--- config.mk ---
export PLATFORM = sky130hd
export DESIGN_NAME = crypto_mmio_xbar
export DESIGN_NICKNAME = d
export VERILOG_FILES = /design/src/rtl/crypto_mmio_pkg.sv /design/src/rtl/crypto_mmio_xbar_timeout.sv /design/src/rtl/crypto_mmio_xbar.sv
export SDC_FILE = /design/constraint.sdc
export NUM_CORES = 1
export LEC_CHECK = 0
export CELL_PAD_IN_SITES_DETAIL_PLACEMENT = 1
export CELL_PAD_IN_SITES_GLOBAL_PLACEMENT = 1
export CORE_ASPECT_RATIO = 2
export CORE_UTILIZATION = 27
export CTS_BUF_LIST = sky130_fd_sc_hd__clkbuf_2 sky130_fd_sc_hd__clkbuf_4 sky130_fd_sc_hd__clkbuf_8
export DETAILED_ROUTE_END_ITERATION = 10
export PLACE_DENSITY = 0.92
export SLEW_MARGIN = 20
export SYNTH_ARGS = -nofsm -noshare
export SYNTH_HDL_FRONTEND = slang
export SYNTH_SLANG_ARGS = --single-unit
--- constraint.sdc ---
create_clock -name clk -period 2.4 [get_ports clk]
set_input_delay 0.48 -clock clk [delete_from_list [all_inputs] [get_ports clk]]
set_output_delay 0.48 -clock clk [all_outputs]
set_load 0.05 [all_outputs]
--- src/rtl/crypto_mmio_pkg.sv ---
// Shared definitions for the crypto MMIO crossbar: per-core register window
// bases, the slot index enum and the crossbar FSM state type.
package crypto_mmio_pkg;

   localparam logic [31:0] AES_GCM_BASE = 32'h4000_0000;
   localparam logic [31:0] ED25519_BASE = 32'h4000_1000;
   localparam logic [31:0] BIKE_BASE    = 32'h4000_2000;
   localparam logic [31:0] RSA_BASE     = 32'h4000_3000;

   // Each slave window is 4 KB
   localparam int unsigned SLOT_SIZE_LOG2 = 12;

   typedef enum logic [1:0] {
      SLOT_AES_GCM = 2'd0,
      SLOT_ED25519 = 2'd1,
      SLOT_BIKE    = 2'd2,
      SLOT_RSA     = 2'd3
   } slot_idx_t;

   typedef enum logic [1:0] {
      IDLE  = 2'd0,
      ISSUE = 2'd1,
      WAIT  = 2'd2,
      RESP  = 2'd3
   } xbar_state_t;

   // Base address of a given core's register window
   function automatic logic [31:0] slot_base(input slot_idx_t s);
      case (s)
         SLOT_AES_GCM: slot_base = AES_GCM_BASE;
         SLOT_ED25519: slot_base = ED25519_BASE;
         SLOT_BIKE:    slot_base = BIKE_BASE;
         default:      slot_base = RSA_BASE;
      endcase
   endfunction

endpackage

--- src/rtl/crypto_mmio_xbar_timeout.sv ---
// mmio_timeout_ctr: saturating cycle counter with synchronous clear and an
// expire flag raised when the count reaches LIMIT-1. Used by crypto_mmio_xbar
// only when CRYPTO_XBAR_TIMEOUT_EN is defined.
module mmio_timeout_ctr #(
   parameter int unsigned LIMIT = 64
) (
   input  logic clk,
   input  logic rst_n,
   input  logic clr_i,
   input  logic inc_i,
   output logic expired_o
);

   localparam int unsigned CW = $clog2(LIMIT + 1);

   logic [CW-1:0] cnt_q, cnt_d;

   // Next count: clear wins, otherwise count up and stick at LIMIT
   always_comb begin
      cnt_d = cnt_q;
      if (clr_i) begin
         cnt_d = '0;
      end else if (inc_i && (cnt_q != CW'(LIMIT))) begin
         cnt_d = cnt_q + CW'(1);
      end
   end

   // Count register
   always_ff @(posedge clk) begin
      if (!rst_n) begin
         cnt_q <= '0;
      end else begin
         cnt_q <= cnt_d;
      end
   end

   assign expired_o = (cnt_q == CW'(LIMIT - 1));

endmodule

--- src/rtl/crypto_mmio_xbar.sv ---
// crypto_mmio_xbar: single-master to N_SLOTS-slave MMIO router for the crypto
// accelerator windows. Each CPU access is decoded to a 4 KB slot, forwarded as
// a one-cycle s_valid pulse, and answered on m_ready/m_err once the selected
// slave acks. Unmapped accesses return ERR_RDATA with m_err.
// Optional feature macro: CRYPTO_XBAR_TIMEOUT_EN adds a WAIT timeout that
// terminates hung accesses with an error after TIMEOUT_CYCLES cycles.
module crypto_mmio_xbar
   import crypto_mmio_pkg::*;
#(
   parameter logic [31:0] BASE_ADDR      = AES_GCM_BASE,
   parameter int unsigned N_SLOTS        = 4,
   parameter int unsigned TIMEOUT_CYCLES = 64,
   parameter logic [31:0] ERR_RDATA      = 32'hDEAD_BEEF
) (
   input  logic                  clk,
   input  logic                  rst_n,
   input  logic [31:0]           m_addr,
   input  logic [31:0]           m_wdata,
   input  logic                  m_we,
   input  logic                  m_valid,
   output logic [31:0]           m_rdata,
   output logic                  m_ready,
   output logic                  m_err,
   output logic [31:0]           s_addr,
   output logic [31:0]           s_wdata,
   output logic                  s_we,
   output logic [N_SLOTS-1:0]    s_valid,
   input  logic [32*N_SLOTS-1:0] s_rdata,
   input  logic [N_SLOTS-1:0]    s_ready
);

   localparam int unsigned SLOT_W = (N_SLOTS > 1) ? $clog2(N_SLOTS) : 1;
   localparam int unsigned HI     = SLOT_SIZE_LOG2 + $clog2(N_SLOTS);
   localparam logic [N_SLOTS-1:0] SV_ONE = N_SLOTS'(1);

   // Elaboration-time parameter sanity
   if (N_SLOTS < 1 || N_SLOTS > 16 || (N_SLOTS & (N_SLOTS - 1)) != 0) begin : g_bad_slots
      $error("crypto_mmio_xbar: N_SLOTS must be a power of two in 1..16");
   end
   if (TIMEOUT_CYCLES < 1 || TIMEOUT_CYCLES > 65535) begin : g_bad_tmo
      $error("crypto_mmio_xbar: TIMEOUT_CYCLES must be in 1..65535");
   end
   if ((BASE_ADDR & ((32'(N_SLOTS) << SLOT_SIZE_LOG2) - 32'd1)) != 32'd0) begin : g_bad_base
      $error("crypto_mmio_xbar: BASE_ADDR not aligned to the crossbar region size");
   end

   xbar_state_t         state_q, state_d;
   logic [31:0]         s_addr_q, s_addr_d;
   logic [31:0]         s_wdata_q, s_wdata_d;
   logic                s_we_q, s_we_d;
   logic [N_SLOTS-1:0]  s_valid_q, s_valid_d;
   logic [SLOT_W-1:0]   slot_q, slot_d;
   logic                m_ready_q, m_ready_d;
   logic                m_err_q, m_err_d;
   logic [31:0]         m_rdata_q, m_rdata_d;

   // Address decode of the live CPU request
   logic [19:0]       page;
   logic              region_hit;
   logic [SLOT_W-1:0] slot_sel;

   assign page       = m_addr[31:SLOT_SIZE_LOG2];
   assign region_hit = ((m_addr >> HI) == (BASE_ADDR >> HI));
   assign slot_sel   = SLOT_W'(page & 20'(N_SLOTS - 1));

   // Only the slave that owns the latched access can answer it
   logic        slave_rdy;
   logic [31:0] slave_rdata;

   assign slave_rdy   = s_ready[slot_q];
   assign slave_rdata = s_rdata[32*slot_q +: 32];

   logic tmo_expired;

`ifdef CRYPTO_XBAR_TIMEOUT_EN
   logic tmo_clr;
   logic tmo_inc;

   assign tmo_clr = (state_q == ISSUE);
   assign tmo_inc = (state_q == WAIT) && !slave_rdy;

   mmio_timeout_ctr #(
      .LIMIT (TIMEOUT_CYCLES)
   ) u_timeout_ctr (
      .clk       (clk),
      .rst_n     (rst_n),
      .clr_i     (tmo_clr),
      .inc_i     (tmo_inc),
      .expired_o (tmo_expired)
   );
`else
   // Without the timeout a WAIT lasts until the slave answers
   assign tmo_expired = 1'b0;
`endif

   // Next-state and registered-output logic; strobes default low every cycle
   always_comb begin
      state_d   = state_q;
      s_addr_d  = s_addr_q;
      s_wdata_d = s_wdata_q;
      s_we_d    = s_we_q;
      slot_d    = slot_q;
      s_valid_d = '0;
      m_ready_d = 1'b0;
      m_err_d   = 1'b0;
      m_rdata_d = '0;

      case (state_q)
         IDLE: begin
            if (m_valid) begin
               if (region_hit) begin
                  s_addr_d  = m_addr;
                  s_wdata_d = m_wdata;
                  s_we_d    = m_we;
                  slot_d    = slot_sel;
                  s_valid_d = SV_ONE << slot_sel;
                  state_d   = ISSUE;
               end else begin
                  m_ready_d = 1'b1;
                  m_err_d   = 1'b1;
                  m_rdata_d = ERR_RDATA;
                  state_d   = RESP;
               end
            end
         end
         ISSUE: begin
            state_d = WAIT;
         end
         WAIT: begin
            if (slave_rdy) begin
               m_ready_d = 1'b1;
               m_rdata_d = s_we_q ? 32'h0 : slave_rdata;
               state_d   = RESP;
            end else if (tmo_expired) begin
               m_ready_d = 1'b1;
               m_err_d   = 1'b1;
               m_rdata_d = ERR_RDATA;
               state_d   = RESP;
            end
         end
         RESP: begin
            state_d = IDLE;
         end
         default: begin
            state_d = IDLE;
         end
      endcase
   end

   // State and output registers; reset aborts any access in flight
   always_ff @(posedge clk) begin
      if (!rst_n) begin
         state_q   <= IDLE;
         s_addr_q  <= '0;
         s_wdata_q <= '0;
         s_we_q    <= 1'b0;
         slot_q    <= '0;
         s_valid_q <= '0;
         m_ready_q <= 1'b0;
         m_err_q   <= 1'b0;
         m_rdata_q <= '0;
      end else begin
         state_q   <= state_d;
         s_addr_q  <= s_addr_d;
         s_wdata_q <= s_wdata_d;
         s_we_q    <= s_we_d;
         slot_q    <= slot_d;
         s_valid_q <= s_valid_d;
         m_ready_q <= m_ready_d;
         m_err_q   <= m_err_d;
         m_rdata_q <= m_rdata_d;
      end
   end

   assign s_addr  = s_addr_q;
   assign s_wdata = s_wdata_q;
   assign s_we    = s_we_q;
   assign s_valid = s_valid_q;
   assign m_ready = m_ready_q;
   assign m_err   = m_err_q;
   assign m_rdata = m_rdata_q;

endmodule

; ---- Yosys cells after proc, flatten, opt, wreduce, memory -nomap -nowiden
; Index checks and enable logic that the tools add are counted.
; Widths: inputs -> output; s select.
[op_classes]
magnitude_cmp = 1
eq_ne = 6
shift = 2
n_mux = 15
reduce_logical = 5
[op_table]
columns = cell, count
row1 = $mux 32, 4
row2 = $shiftx 128x8->32, 1
row3 = $pmux 32 s2, 1
row4 = $eq 18x17->1 const B, 1
row5 = $pmux 2 s4, 1
row6 = $mux 2, 3
row7 = $eq 2x2->1 const B, 2
row8 = $mux 1, 4
row9 = $ne 2x2->1 const B, 2
row10 = $reduce_and 2->1, 2
row11 = $reduce_and 4->1, 1
row12 = $shl 1x2->4 const A, 1
row13 = $lt 2x3->1 const B, 1
row14 = $reduce_and 3->1, 1
row15 = $bmux 1 s2, 1
row16 = $eq 2x1->1 const B, 1
row17 = $logic_not 2->1, 1
row18 = $pmux 1 s2, 1
[word_totals]
ff_bits = 107
inputBits = 200
out_inout_bits = 103
word_cells = 38

; ---- Logic depth before layout (Yosys ltp)
; Gate-level depths: netlist of run 1.
[logic_depth]
word_depth = 4
mapped_depth = 9
mapped_depth_nobuf = 6

; ---- Worst setup path before layout of run 1
; Ideal clock, no wire load.
[synth_timing]
path_kind = register to register
from = register, netlist name s_addr[12]
to = register m_rdata_q[3], in the netlist m_rdata[3]
setup_ps = 127
arrival_time_ps = 1852
required_ps = 2273
setup_slack_ps = 420
stages_incl_launch_ff = 7
path_buffers = 2
synth_period_minus_slack_ps = 1980
cell_sequence = dfxtp_1 > buf_4 > mux4_2 > nand4_1 > or2_4 > buf_6 > o21ai_2
[synth_rtl]
columns = element, line
row1 = end signal: assignment, crypto_mmio_xbar.sv:171  ; m_rdata_q <= m_rdata_d;
row2 = end: declaration, crypto_mmio_xbar.sv:55  ; logic [31:0] m_rdata_q, m_rdata_d;

; ---- Worst setup path after layout of run 1
[layout_timing]
from = register s_addr_q[30], in the netlist s_addr[30]
to = output s_addr[30]
[layout_rtl]
columns = element, line
row1 = start: declaration, crypto_mmio_xbar.sv:48  ; logic [31:0] s_addr_q, s_addr_d;
row2 = start signal: assignment, crypto_mmio_xbar.sv:164  ; s_addr_q <= s_addr_d;
row3 = end: declaration, crypto_mmio_xbar.sv:24  ; output logic [31:0] s_addr,
; No word-level cell between the ends.

==> out/metrics.csv, run 1 <==
stage,metric,value,unit
status,status,"finished, final reports clean",
synthesis,yosysTopAreaCell,dfxtp_1,
sta,whs,0.4523,ns
sta,setup_viol,0,
finish,fin_cells,937,
pwr,clock_power_share,23.7,%
sta,max_freq,483.7,MHz
sta,timing.final.crit_share,86.15,%
place,dp.cells,920,
critical_path,worstPathCellList,clkdlybuf4s50_1,
critical_path,path_class,reg -> out,
sta,slew_headroom,57.99,%
grt,antenna_found_initial,1,
finish,stdcell_area,0.008204,sq mm
grt,grt_start_max_net_pins,75,
sta,finClkSkew,0.01243,ns
synthesis,seq_area_frac_synth,43.59,%
finish,area_growth,70.13,%
place,port_buffers,302,
pwr,combPwrFrac,33.6,%
finish,drive_above_1_share,14.60,%
clock_tree,cts_tree,done,
pwr,power,4.500,mW
synthesis,synth.area.top_cells,"dfxtp_1 44%, mux4_2 15%, nand4_1 6.2%, o21ai_0 5.0%, a21boi_0 4.2%",
grt,globalRouteTotalUtil,20.37,%
critical_path,crit_required,1.92,ns
finish,nets,924,
synthesis,synth_top_area_share,43.59,%
hold_path,holdPathStages,3,
drt,wl_per_cell,20.57,um
drt,first_iter_violations,184,
critical_path,crit_cells,1,
critical_path,cp_max_fo,2,
synthesis,yosysWarnings,0,
clock_tree,cts_buffers,9,
drt,ant_nets,0,
clock_tree,clock-root-buffer,clkbuf_8,
die,dieArea,0.01843,sq mm
sta,maxSlewViolCount,0,
critical_path,crit_buf_inv,1,
synthesis,synthCells,439,
clock_tree,cts_hold_buf,0,
sta,fin_crit,2.067,ns
place,dp_hpwl,15150,um
grt,first_global_vias,5001,
finish,post-route-util,47.27,%
clock_tree,cts_sinks,105,
pwr,power_density,548.5,mW/mm^2
clock_tree,cts_buffer_depth,2,
sta,rsz0062_at_grt,false,
critical_path,critPathSlowestCell,clkdlybuf4s50_1,
clock_tree,insertion_delay,0.37,ns
clock_tree,postCtsSetupBuffers,0,
sta,hold_viol_final,0,
critical_path,critPathMaxStageDelay,0.85,ns
die,die_h,191.0,um
pwr,pwr-share-seq,42.6,%
place,place.gp.congestion,0.7948,
critical_path,crit_arrival,1.59,ns
die,die_w,96.50,um
die,initial_core_util,27.78,%
pwr,ir_drop,322.9,uV
place,place_area,0.008018,sq mm
sta,layout_setup_ws,0.3325,ns
clock_tree,cts-htree-levels,3,
sta,tightestPinTransition,0.6302,ns
drt,via_per_inst,5.006,
pwr,p_int,2.951,mW
drt,drc,0,
drt,drt-total-wl,19270,um
grt,grt_first_pass_wirelength,27480,um
critical_path,worstRegToRegCells,7,
critical_path,cp-end-kind,primary output,
clock_tree,clk_pin_slew,0.11,ns
sta,fin_tns_setup,0,ns
grt,overflow,0,
synthesis,ys_ff_latch,105,
hold_path,min_path_type,in -> reg,
pwr,switching_share,34.43,%
synthesis,synth_fp_nets,642,
flow_run,maxCapViolations,0,
critical_path,crit_family,buffers and inverters,
synthesis,synth_cell_type_count,38,
critical_path,crit_path_start_kind,flop,
synthesis,syn_area_per_cell,10.98,sq um
drt,drt_pass1_iterations,4,
die,io_pins,303,
drt,vias,4691,
die,core_area,0.01736,sq mm
place,post-place-ws,0.002713,ns
clock_tree,cts_resized,0,
pwr,p_leak,2.953,nW
die,std_cell_rows,68,
synthesis,syn_area,0.004822,sq mm
pwr,p_switching,1.549,mW
[per-layer routing]
| metal | track usage (%) | vias up | share of wire [%] |
|---|---|---|---|
| li1 | - | 2186 | - |
| met1 | 21.66 | 2270 | 36 |
| met2 | 37.38 | 203 | 55 |
| met3 | 3.819 | 32 | 5.8 |
| met4 | 9.333 | 0 | 3.6 |
| met5 | 0 | - | 0 |
[final cells by class]
type | count | area, sq um
Antenna cell | 1 | 2.502
Tap cell | 210 | 262.8
Multi-Input combinational cell | 257 | 2295
Clock inverter | 7 | 60.06
Timing Repair Buffer | 321 | 3256
Clock buffer | 9 | 123.9
Inverter | 27 | 101.3
Sequential cell | 105 | 2103
Fill cell | 1891 | 9153
[power by group through the flow]
stage | clock network (mW) | registers (mW) | logic (mW)
6_report | 1.07 | 1.92 | 1.51
3_5_place_dp | 0 | 1.96 | 1.52
4_1_cts | 1.12 | 1.92 | 1.53
5_1_grt | 1.18 | 1.93 | 1.60
2_1_floorplan | 0 | 2.37 | 0.408
3_3_place_gp | 0 | 1.95 | 1.50
[synthesized netlist by cell type]
master	count
and3_1	18
buf_12	3
nor4b_2	1
nor2_1	2
buf_2	11
nor4_1	1
o211a_1	1
and4b_1	2
and2_1	2
nor2b_1	9
and4_1	1
nor4_2	2
o2111ai_4	1
a21oi_1	1
buf_6	8
nand3_1	1
nand3_4	1
and4bb_2	1
o31a_1	1
a21boi_0	27
clkbuf_4	1
o21ai_1	3
o21ai_0	48
a21boi_1	20
nand4_1	48
nand3_2	1
clkbuf_1	22
mux2i_1	1
buf_4	5
ha_1	3
nand2_1	3
mux4_2	33
a31o_2	1
inv_1	27
o21ai_2	21
o21a_1	2
or2_4	1
dfxtp_1	105
[kinds of logic after synthesis]
group,after synthesis,synth area share [%]
adder cells (fa/ha/maj),3,0.7785
multiplexers,34,15.62
AND/OR/NAND/NOR,94,13.05
buffers and inverters,77,9.004
flip-flops,105,43.59
AO/OA/AOI/OAI,126,17.96
[sequential cells by signal (all words and copies together), names as in the netlist]
| signal | flops |
|---|---|
| m_err | 1 |
| m_rdata | 32 |
| m_ready | 1 |
| s_addr | 32 |
| s_valid | 4 |
| s_wdata | 32 |
| s_we | 1 |
| state_q | 2 |
[cells in the final DEF, fill, tap and decap left out, drive strengths merged, types with 9 or more instances in the layout]
| master | count |
|---|---|
| and3 | 18 |
| dfxtp | 105 |
| clkbuf | 9 |
| a21boi | 47 |
| buf | 22 |
| nor2b | 9 |
| nand4 | 48 |
| mux4 | 33 |
| clkdlybuf4s50 | 299 |
| o21ai | 72 |
| inv | 32 |
[path summary, 6_finish.rpt]
path,startpoint,end,slack (ns)
worst max register to register,state_q[0],s_wdata[21],0.65
worst min register to register,s_wdata[18],s_wdata[18],0.48
worst max-delay path,s_addr[30],s_addr[30],0.33
worst min-delay path,rst_n,m_ready,0.45
[tightest hold or removal path, stage by stage]
cell and delay (ns):
buf_2 0.11, nand4_1 0.13, nand2_1 0.06
Note: power is estimated with default switching activity, not from simulation.
==> run 2: changes to the inputs <==
- clock period: 2.4 -> 2.18 ns (I/O delays scaled with it)
==> run 2 against run 1 <==
  * Power grew 11%
  * Sequential power increased by 10%
  * Critical path type unchanged
  * Clock skew fell by 0.0017 ns
  * Register-to-register slack got worse by 0.26 ns
  * Sequential share of layout area down 0.35 points
  * Combinational power grew 13%
  * Global-route usage grew 0.25 points
  * Die area unchanged
  * Design area increased by 1.4%
  * Largest cell class unchanged
  * Largest power group unchanged
  * Worst hold slack worse by 0.074 ns
==> out/metrics.csv, run 2 (synthesis results as in run 1) <==
stage,metric,value,unit,change
die,die_h,191.0,um,unchanged
grt,globalRouteTotalUtil,20.62,%,+0.25 points
place,place_area,0.008128,sq mm,+1.4%
drt,drt_pass1_iterations,4,,unchanged
sta,fin_crit,2.066,ns,
critical_path,crit_path_start_kind,flop,,
sta,hold_viol_final,0,,unchanged
die,io_pins,303,,unchanged
critical_path,critPathSlowestCell,clkdlybuf4s50_1,,
finish,drive_above_1_share,16.10,%,+1.5 points
die,die_w,96.50,um,unchanged
pwr,p_leak,3.019,nW,+2.2%
sta,layout_setup_ws,0.1143,ns,-0.2182 ns
place,post-place-ws,-0.1014,ns,-0.1041 ns
sta,max_freq,484.1,MHz,
clock_tree,insertion_delay,0.38,ns,about the same
finish,area_growth,72.52,%,
drt,vias,4785,,+2.0%
sta,rsz0062_at_grt,false,,
sta,slew_headroom,54.79,%,-3.2 points
drt,ant_nets,0,,unchanged
finish,stdcell_area,0.008319,sq mm,+1.4%
critical_path,crit_family,buffers and inverters,,
finish,insertedDiodeCount,0,,-1
finish,final_cell_mix,"299 x clkdlybuf4s50_1, 104 x dfxtp_1, 48 x o21ai_0, 48 x nand4_1, 33 x mux4_2",,
place,place.gp.congestion,0.7874,,-0.93%
grt,grt_start_max_net_pins,75,,unchanged
critical_path,crit_arrival,1.63,ns,+0.04 ns
finish,nets,937,,+1.4%
pwr,ir_drop,421.2,uV,+30%
critical_path,path_class,reg -> out,,
clock_tree,clk_pin_slew,0.10,ns,about the same
clock_tree,cts_buffer_depth,2,,unchanged
die,dieArea,0.01843,sq mm,unchanged
status,status,"finished, final reports clean",,
clock_tree,cts_hold_buf,0,,unchanged
drt,via_per_inst,5.042,,+0.71%
clock_tree,cts-htree-levels,3,,unchanged
clock_tree,cts_tree,done,,
flow_run,maxCapViolations,0,,unchanged
hold_path,min_path_type,in -> reg,,
critical_path,cp-end-kind,primary output,,
sta,maxSlewViolCount,0,,unchanged
clock_tree,cts_sinks,105,,unchanged
clock_tree,clock-root-buffer,clkbuf_8,,
critical_path,critPathMaxStageDelay,0.84,ns,about the same
hold_path,holdPathStages,3,,unchanged
critical_path,cp_max_fo,3,,+1
drt,drc,0,,unchanged
die,core_area,0.01736,sq mm,unchanged
die,initial_core_util,27.78,%,unchanged
pwr,power_density,600.0,mW/mm^2,+9.4%
sta,timing.final.crit_share,94.76,%,
critical_path,r2r_setup_slack,0.39,ns,-0.26 ns
critical_path,crit_buf_inv,1,,unchanged
sta,setup_viol,0,,unchanged
clock_tree,cts_resized,0,,unchanged
place,dp_hpwl,15320,um,+1.1%
grt,antenna_found_initial,0,,-1
sta,whs,0.3779,ns,-0.07443 ns
place,port_buffers,302,,unchanged
critical_path,worstPathCellList,clkdlybuf4s50_1,,
drt,first_iter_violations,159,,-14%
sta,finClkSkew,0.01073,ns,-0.001699 ns
die,std_cell_rows,68,,unchanged
critical_path,worstRegToRegCells,7,,unchanged
pwr,power,4.992,mW,+11%
grt,grt_first_pass_wirelength,27800,um,+1.2%
critical_path,crit_cells,1,,unchanged
grt,first_global_vias,5069,,+1.4%
drt,drt-total-wl,19560,um,+1.5%
clock_tree,cts_buffers,9,,unchanged
drt,wl_per_cell,20.61,um,+0.17%
critical_path,crit_required,1.74,ns,-0.18 ns
grt,overflow,0,,unchanged
clock_tree,postCtsSetupBuffers,0,,unchanged
sta,tightestPinTransition,0.6781,ns,+0.04790 ns
finish,final_common_cell,clkdlybuf4s50_1,,
-- run 2: changes by cell type in the layout (fill, tap and decap cells not counted), sizes merged --
| cell | change |
|---|---|
| inv | -5 |
| clkbuf | +2 |
| buf | +13 |
| diode | -1 |
| clkinvlp | +3 |
-- run 2: metal layers --
metal | up-vias | GRT usage [%] | wire length, um
met5 | - | 0 | 0
met4 | 0 | 11.37 | 905
met3 | 49 | 4.455 | 1310
met2 | 220 | 38.38 | 10610
met1 | 2305 | 20.21 | 6732
li1 | 2211 | - | -
-- run 2: final timing paths --
path / from / endpoint
min reg2reg: s_addr[1] / s_addr[1]
max reg2reg: state_q[0] / s_wdata[2]
max: s_we / s_we
min: rst_n / m_ready
-- run 2: final cells by class --
type                       count  area, sq um
clock buffer                  11        151.4
clock inverter                 5        40.04
fill                        1897         9037
inverter                      27        101.3
multi-input combinational    257         2295
sequential                   105         2103
tap                          210        262.8
timing repair buffer         334         3366
-- run 2: per-stage QoR --
step | utilization, % | instances | setup TNS (ns)
final | 47.93 | 949 | 0
after global routing | 47.93 | 949 | 0
after CTS | 47.93 | 949 | 0
after detailed placement | 46.83 | 933 | -1.286
after global placement | 46.83 | 933 | 0
after floorplan | - | 439 | 0
-- run 2: report_power, final --
part | internal (mW) | switching [mW] | leakage, nW
sequential | 2.06 | 0.0517 | 0.850
combinational | 0.768 | 0.927 | 2.08
clock | 0.482 | 0.698 | 0.0878
total | 3.31 | 1.68 | 3.02
